$ cat src/rtl/fb_rect_writer_if.sv
// Command and frame-buffer write bundle for fb_rect_writer.
// The master side issues rectangle commands and consumes pixel writes. The slave side is the rectangle writer.
interface fb_rect_writer_if #(
  parameter int ADDR_BITS   = 19,
  parameter int COLOR_WIDTH = 12
);
  logic                   cmd_valid;
  logic                   cmd_ready;
  logic [9:0]             cmd_x0;
  logic [8:0]             cmd_y0;
  logic [9:0]             cmd_w;
  logic [8:0]             cmd_h;
  logic [COLOR_WIDTH-1:0] cmd_color;
  logic                   video_on;
  logic                   wr_en;
  logic [ADDR_BITS-1:0]   wr_addr;
  logic [COLOR_WIDTH-1:0] wr_data;
  logic                   busy;
  logic                   done;

  modport master (
    output cmd_valid, cmd_x0, cmd_y0, cmd_w, cmd_h, cmd_color, video_on,
    input  cmd_ready, wr_en, wr_addr, wr_data, busy, done
  );

  modport slave (
    input  cmd_valid, cmd_x0, cmd_y0, cmd_w, cmd_h, cmd_color, video_on,
    output cmd_ready, wr_en, wr_addr, wr_data, busy, done
  );
endinterface

$ cat src/rtl/fb_rect_writer.sv
// Fills a clipped, single-colour rectangle into the frame buffer at one pixel per clock.
// Optional macro VBLANK_GATE_EN: when it is defined, writes are held off while video_on is high.
module fb_rect_writer #(
  parameter int H_ACTIVE    = 640,
  parameter int V_ACTIVE    = 480,
  parameter int ADDR_BITS   = 19,
  parameter int COLOR_WIDTH = 12
) (
  input  logic              clk,
  input  logic              rst_n,
  fb_rect_writer_if.slave   bus
);

  typedef enum logic {IDLE, FILL} state_e;

  localparam logic [10:0] H_LIM = 11'(H_ACTIVE);
  localparam logic [10:0] H_MAX = 11'(H_ACTIVE - 1);
  localparam logic [9:0]  V_LIM = 10'(V_ACTIVE);
  localparam logic [9:0]  V_MAX = 10'(V_ACTIVE - 1);

  state_e                 state_q, state_d;
  logic [9:0]             x_q, x_d, x0_q, x0_d, xEnd_q, xEnd_d;
  logic [8:0]             y_q, y_d, yEnd_q, yEnd_d;
  logic [COLOR_WIDTH-1:0] color_q, color_d, wrData_q, wrData_d;
  logic [ADDR_BITS-1:0]   wrAddr_q, wrAddr_d;
  logic                   wrEn_q, wrEn_d, done_q, done_d, last_q, last_d;

  logic [10:0]            xSum;
  logic [9:0]             ySum;
  logic [9:0]             cmdXEnd;
  logic [8:0]             cmdYEnd;
  logic                   cmdDegenerate;
  logic                   gateOpen;

  logic [9:0]             curX, rowStart, endX;
  logic [8:0]             curY, endY;
  logic [COLOR_WIDTH-1:0] curColor;
  logic                   walk;

  // End coordinates are formed one bit wider than the coordinate so large widths cannot wrap.
  always_comb begin
    xSum          = {1'b0, bus.cmd_x0} + {1'b0, bus.cmd_w} - 11'd1;
    ySum          = {1'b0, bus.cmd_y0} + {1'b0, bus.cmd_h} - 10'd1;
    cmdXEnd       = (xSum > H_MAX) ? H_MAX[9:0] : xSum[9:0];
    cmdYEnd       = (ySum > V_MAX) ? V_MAX[8:0] : ySum[8:0];
    cmdDegenerate = (bus.cmd_w == 10'd0) || (bus.cmd_h == 9'd0) ||
                    ({1'b0, bus.cmd_x0} >= H_LIM) || ({1'b0, bus.cmd_y0} >= V_LIM);
`ifdef VBLANK_GATE_EN
    gateOpen      = !bus.video_on;
`else
    gateOpen      = 1'b1;
`endif
  end

  // The walker position is the next pixel to write. Accepting a command feeds it directly from the command inputs, so the first write needs no extra cycle.
  always_comb begin
    state_d  = state_q;
    x_d      = x_q;
    y_d      = y_q;
    x0_d     = x0_q;
    xEnd_d   = xEnd_q;
    yEnd_d   = yEnd_q;
    color_d  = color_q;
    wrEn_d   = 1'b0;
    wrAddr_d = wrAddr_q;
    wrData_d = wrData_q;
    done_d   = 1'b0;
    last_d   = last_q;
    curX     = x_q;
    curY     = y_q;
    rowStart = x0_q;
    endX     = xEnd_q;
    endY     = yEnd_q;
    curColor = color_q;
    walk     = 1'b0;

    case (state_q)
      IDLE: begin
        if (bus.cmd_valid) begin
          if (cmdDegenerate) begin
            done_d = 1'b1;
          end else begin
            state_d  = FILL;
            x0_d     = bus.cmd_x0;
            xEnd_d   = cmdXEnd;
            yEnd_d   = cmdYEnd;
            color_d  = bus.cmd_color;
            last_d   = 1'b0;
            curX     = bus.cmd_x0;
            curY     = bus.cmd_y0;
            rowStart = bus.cmd_x0;
            endX     = cmdXEnd;
            endY     = cmdYEnd;
            curColor = bus.cmd_color;
            walk     = 1'b1;
          end
        end
      end
      FILL: begin
        if (last_q) begin
          state_d = IDLE;
          done_d  = 1'b1;
        end else begin
          walk = 1'b1;
        end
      end
      default: state_d = IDLE;
    endcase

    if (walk) begin
      x_d = curX;
      y_d = curY;
      if (gateOpen) begin
        wrEn_d   = 1'b1;
        wrAddr_d = ADDR_BITS'({curY, curX});
        wrData_d = curColor;
        if (curX == endX) begin
          if (curY == endY) begin
            last_d = 1'b1;
          end else begin
            x_d = rowStart;
            y_d = curY + 9'd1;
          end
        end else begin
          x_d = curX + 10'd1;
        end
      end
    end
  end

  // Reset abandons any fill in progress and clears every visible output.
  always_ff @(posedge clk or negedge rst_n) begin
    if (!rst_n) begin
      state_q  <= IDLE;
      x_q      <= '0;
      y_q      <= '0;
      x0_q     <= '0;
      xEnd_q   <= '0;
      yEnd_q   <= '0;
      color_q  <= '0;
      wrEn_q   <= 1'b0;
      wrAddr_q <= '0;
      wrData_q <= '0;
      done_q   <= 1'b0;
      last_q   <= 1'b0;
    end else begin
      state_q  <= state_d;
      x_q      <= x_d;
      y_q      <= y_d;
      x0_q     <= x0_d;
      xEnd_q   <= xEnd_d;
      yEnd_q   <= yEnd_d;
      color_q  <= color_d;
      wrEn_q   <= wrEn_d;
      wrAddr_q <= wrAddr_d;
      wrData_q <= wrData_d;
      done_q   <= done_d;
      last_q   <= last_d;
    end
  end

  assign bus.cmd_ready = (state_q == IDLE);
  assign bus.busy      = (state_q == FILL);
  assign bus.wr_en     = wrEn_q;
  assign bus.wr_addr   = wrAddr_q;
  assign bus.wr_data   = wrData_q;
  assign bus.done      = done_q;

endmodule

$ cat src/flat_wrapper.sv
// flat-port wrapper written by rule: the top's interface ports become plain ports
module fb_rect_writer_flat 
#(
  parameter int H_ACTIVE    = 640,
  parameter int V_ACTIVE    = 480,
  parameter int ADDR_BITS   = 19,
  parameter int COLOR_WIDTH = 12
)
  (clk, rst_n, bus_cmd_valid, bus_cmd_x0, bus_cmd_y0, bus_cmd_w, bus_cmd_h, bus_cmd_color, bus_video_on, bus_cmd_ready, bus_wr_en, bus_wr_addr, bus_wr_data, bus_busy, bus_done);
  fb_rect_writer_if #(.ADDR_BITS(ADDR_BITS), .COLOR_WIDTH(COLOR_WIDTH)) bus_i ();
  input  logic clk;
  input  logic rst_n;
  input wire logic [$bits(bus_i.cmd_valid)-1:0] bus_cmd_valid;
  input wire logic [$bits(bus_i.cmd_x0)-1:0] bus_cmd_x0;
  input wire logic [$bits(bus_i.cmd_y0)-1:0] bus_cmd_y0;
  input wire logic [$bits(bus_i.cmd_w)-1:0] bus_cmd_w;
  input wire logic [$bits(bus_i.cmd_h)-1:0] bus_cmd_h;
  input wire logic [$bits(bus_i.cmd_color)-1:0] bus_cmd_color;
  input wire logic [$bits(bus_i.video_on)-1:0] bus_video_on;
  output wire logic [$bits(bus_i.cmd_ready)-1:0] bus_cmd_ready;
  output wire logic [$bits(bus_i.wr_en)-1:0] bus_wr_en;
  output wire logic [$bits(bus_i.wr_addr)-1:0] bus_wr_addr;
  output wire logic [$bits(bus_i.wr_data)-1:0] bus_wr_data;
  output wire logic [$bits(bus_i.busy)-1:0] bus_busy;
  output wire logic [$bits(bus_i.done)-1:0] bus_done;
  assign bus_i.cmd_valid = bus_cmd_valid;
  assign bus_i.cmd_x0 = bus_cmd_x0;
  assign bus_i.cmd_y0 = bus_cmd_y0;
  assign bus_i.cmd_w = bus_cmd_w;
  assign bus_i.cmd_h = bus_cmd_h;
  assign bus_i.cmd_color = bus_cmd_color;
  assign bus_i.video_on = bus_video_on;
  assign bus_cmd_ready = bus_i.cmd_ready;
  assign bus_wr_en = bus_i.wr_en;
  assign bus_wr_addr = bus_i.wr_addr;
  assign bus_wr_data = bus_i.wr_data;
  assign bus_busy = bus_i.busy;
  assign bus_done = bus_i.done;
  fb_rect_writer #(.H_ACTIVE(H_ACTIVE), .V_ACTIVE(V_ACTIVE), .ADDR_BITS(ADDR_BITS), .COLOR_WIDTH(COLOR_WIDTH)) u_core (.clk(clk), .rst_n(rst_n), .bus(bus_i));
endmodule
$ cat config.mk
export PLATFORM = sky130hd
export DESIGN_NAME = fb_rect_writer_flat
export DESIGN_NICKNAME = d
export VERILOG_FILES = /design/src/rtl/fb_rect_writer_if.sv /design/src/rtl/fb_rect_writer.sv /design/src/flat_wrapper.sv
export SDC_FILE = /design/constraint.sdc
export NUM_CORES = 1
export LEC_CHECK = 0
export CAP_MARGIN = 20
export CORE_ASPECT_RATIO = 1.2
export CORE_MARGIN = 10
export CORE_UTILIZATION = 35
export DETAILED_ROUTE_END_ITERATION = 10
export MAX_ROUTING_LAYER = met4
export PLACE_DENSITY = 0.62
export SLEW_MARGIN = 20
export SYNTH_ARGS = -nofsm -noshare
export SYNTH_HDL_FRONTEND = slang
export SYNTH_SLANG_ARGS = --single-unit
$ cat constraint.sdc
create_clock -name clk -period 4.25 [get_ports clk]
set_input_delay 0.85 -clock clk [delete_from_list [all_inputs] [get_ports clk]]
set_output_delay 0.85 -clock clk [all_outputs]
set_load 0.02 [all_outputs]
==> impl_metrics.json <==
{
  "ctsHoldBuffers": 0,
  "core-area_um2": 18900,
  "avgRoutedWirePerCell_um": 15.9,
  "switching_share_pct": 40.3,
  "ios": 89,
  "drtPass1Iterations": 5,
  "wl_met3_um": 597,
  "tns_ns": -0.863,
  "die-area_um2": 25200,
  "synth_cells": 813,
  "grt_pass1_wl_um": 34800,
  "rows": 55,
  "worstSetupEndpointType": "register",
  "placed_cells": 1278,
  "ys.warnings.count": 0,
  "slew_headroom_pct": 26.7,
  "synth.cell_area_um2": 6720,
  "min_to": "u_core.x0_q[2]",
  "period_minus_slack_ns": 4.40,
  "die_y_um": 172,
  "internal_power_mw": 3.10,
  "cts_buffers": 9,
  "area_growth_pct": 54.5,
  "cp_max_fo": 7,
  "start_util_pct": 35.6,
  "min_from": "u_core.x0_q[2]",
  "cts_buffer_depth": 2,
  "path_class": "input pin to register",
  "setup_slack_ns": -0.147,
  "slew_viol_final": 0,
  "hold_viol_final": 0,
  "synth_edf_count": 0,
  "status": "finished, violations left",
  "netSwitchingPower_mw": 2.09,
  "cts_max_level": 3,
  "async_reset_ff_share_pct": 100,
  "root_buffer": "clkbuf_16",
  "ys_seq_area_share_pct": 35.0,
  "cts_sinks": 94,
  "maxCapViolCount": 0,
  "yosys-top-cells-area": "dfrtp_1, nand2_1, ha_1",
  "grt_setup_unrepaired": "true",
  "setup_viol_count_final": 13,
  "hold_class": "register to register",
  "via_count": 6794,
  "n_antenna_cell": 0,
  "max_freq_mhz": 227,
  "final_layout_size_suffix_gt1_share_pct": 37.4,
  "synth_seq_cells": 94,
  "path_clk_slew_ns": 0.07,
  "cp-start-kind": "input pin",
  "drt_iter0_drc": 393,
  "yosysTopAreaCell": "dfrtp_1",
  "failed_checks": "negative setup slack",
  "worst_pin_slew_ns": 1.10,
  "track_usage_pct": 17.1,
  "nNetsFinal": 1177,
  "fin_skew_ns": 0.00747,
  "worstPathArrival_ns": 4.65,
  "reg2reg_depth": 13,
  "ant_nets": 0,
  "whs_path_depth": 2,
  "die_w_um": 146,
  "crit_path_start": "bus_cmd_x0[9]",
  "drc": 0,
  "gp_congestion": 0.900,
  "nFillCells": 1745,
  "power_frac_clock_pct": 14.9,
  "required_ns": 4.51,
  "synthDistinctLibCells": 73,
  "cts_tree": "done",
  "p_leak_nw": 4.66,
  "power_frac_comb_pct": 53.9,
  "rr_endpoint": "u_core.x_q[6]",
  "rrSetupSlack_ns": 0.51,
  "wl_met2_um": 11200,
  "ys.flop_type": "dfrtp_1",
  "viasPerCell": 5.06,
  "min_period_over_period_pct": 103,
  "maxUsedRoutingLayer": "met4",
  "grt_pass1_vias": 6989,
  "grt-ovfl-total": 0,
  "syn_avg_cell_area_um2": 8.26,
  "rr_startpoint": "u_core.bus.busy",
  "antenna_found_initial": 0,
  "grt_start_max_net_pins": 71,
  "met1_length_um": 9090,
  "layout.cells.non_filler": 1344,
  "routed_wl_um": 21300,
  "place.port_buffers": 87,
  "power.density_nw_per_um2": 500,
  "seqPwrFrac_pct": 31.1,
  "hpwlAfterDp_um": 15900,
  "clock_latency_ns": 0.34,
  "syn_nets": 907,
  "synth_top_area_share_pct": 35.0,
  "vdd_ir_drop_max_v": 0.000228
}
==> per-stage QoR <==
step	hold WS [ns]	setup WS, ns	power [mW]	util, %	cell area (µm²)
finish	0.467	-0.147	5.19	55.0	10400
global route	0.486	-0.305	5.59	55.0	10400
CTS	0.474	-0.100	5.18	54.3	10200
detailed placement	0.457	-0.964	4.19	48.7	9190
global placement	0.449	-0.890	4.15	48.7	9190
floorplan	0.439	-0.154	3.06	-	6950
==> logic make-up (layout without fill, tap and decap cells) <==
logic type	Yosys count	after routing	share of synthesized area (%)
adder cells (fa/ha/maj)	40	40	7.67
multiplexers	23	23	3.50
AO/OA/AOI/OAI	190	190	19.0
flip-flops	94	94	35.0
XOR/XNOR	47	47	6.13
buffers and inverters	122	397	7.36
AND/OR/NAND/NOR	297	297	21.4
==> synthesized netlist by cell type (7+ instances only) <==
cell type / instances
a21oi_1: 51
a31oi_1: 28
buf_1: 7
buf_2: 8
clkbuf_1: 15
dfrtp_1: 94
ha_1: 38
inv_1: 86
mux2i_1: 19
nand2_1: 128
nand3_1: 20
nor2_1: 72
nor2b_1: 7
nor3_1: 15
o21ai_0: 33
xnor2_1: 29
xor2_1: 18
==> final cells by class <==
class	instances	area [µm²]	area share [%]
multi-input combinational	597	4640	44.7
clock inverter	6	53.8	0.518
inverter	87	367	3.53
sequential	94	2350	22.7
clock buffer	10	229	2.21
tap	256	320	3.09
timing repair buffer	294	2420	23.3
==> layout by cell type (no fill, tap or decap), types with 5 or more instances in the layout <==
| master | count |
|---|---|
| o21ai_1 | 8 |
| ha_4 | 28 |
| nand2b_1 | 6 |
| o21a_1 | 5 |
| mux2i_1 | 17 |
| nor3_1 | 11 |
| clkdlybuf4s50_1 | 48 |
| o31ai_1 | 5 |
| nor2_1 | 69 |
| inv_1 | 38 |
| xor2_1 | 18 |
| nand3_1 | 19 |
| nor4_4 | 5 |
| dfrtp_1 | 94 |
| a21boi_0 | 5 |
| inv_4 | 6 |
| xnor2_1 | 26 |
| nand4_1 | 6 |
| clkdlybuf4s15_1 | 6 |
| clkbuf_16 | 9 |
| nor2b_1 | 5 |
| buf_6 | 7 |
| buf_4 | 200 |
| inv_2 | 41 |
| a21oi_1 | 38 |
| o211ai_1 | 6 |
| o211a_1 | 5 |
| o21ai_0 | 26 |
| a31oi_1 | 27 |
| nand2_1 | 126 |
| dlygate4sd2_1 | 8 |
| buf_12 | 6 |
| clkbuf_2 | 16 |
| a21oi_2 | 10 |
| ha_1 | 8 |
| a21o_1 | 5 |
==> critical path, cell delays in order <==
cell,delay [ns]
clkdlybuf4s15_1,0.24
inv_1,0.09
ha_1,0.30
inv_2,0.07
ha_4,0.21
or4_1,0.48
o22a_2,0.27
o211ai_4,0.13
nand3_1,0.10
nor3b_2,0.16
or4_1,0.52
a221o_2,0.39
buf_6,0.16
and4bb_2,0.36
xnor2_2,0.10
a211oi_2,0.22
==> state kept, by name, indices dropped and copies added, names as in the netlist <==
| register | count |
|---|---|
| u_core.x0_q | 10 |
| u_core.color_q | 12 |
| u_core.yEnd_q | 9 |
| u_core.bus.wr_addr | 19 |
| u_core.last_q | 1 |
| u_core.bus.wr_data | 12 |
| u_core.xEnd_q | 10 |
| u_core.bus.busy | 1 |
| u_core.y_q | 9 |
| u_core.bus.done | 1 |
| u_core.x_q | 10 |
==> per-layer routing <==
metal	GRT usage, %	vias to the layer above
met5	-	-
met4	4.49	0
met3	1.87	29
met2	31.2	132
met1	19.7	3262
li1	-	3371
==> power groups by stage <==
stage	registers (mW)	clock network, mW	logic, mW
2_1_floorplan	1.73	0	1.34
4_1_cts	1.62	0.797	2.76
3_3_place_gp	1.62	0	2.53
3_5_place_dp	1.63	0	2.57
6_report	1.62	0.775	2.80
5_1_grt	1.67	0.836	3.08
==> what timing repair did <==
action | in CTS | in global routing
endpoints found under the setup margin | 20 | 20
pin swaps | 64 | 29
setup buffers | 45 | 7
endpoints found under the hold margin | 0 | 0
gates resized for setup | 169 | 69
==> worst max-delay path by stage <==
stage	slack (ns)	cells after the start	to
finish	-0.15	16	u_core.y_q[7]
global route	-0.30	19	u_core.y_q[7]
CTS	-0.10	20	u_core.y_q[7]
detailed placement	-0.96	20	u_core.y_q[4]
global placement	-0.89	20	u_core.y_q[4]
floorplan	-0.15	18	u_core.y_q[8]
No activity file was read; power rests on OpenSTA's default activity.
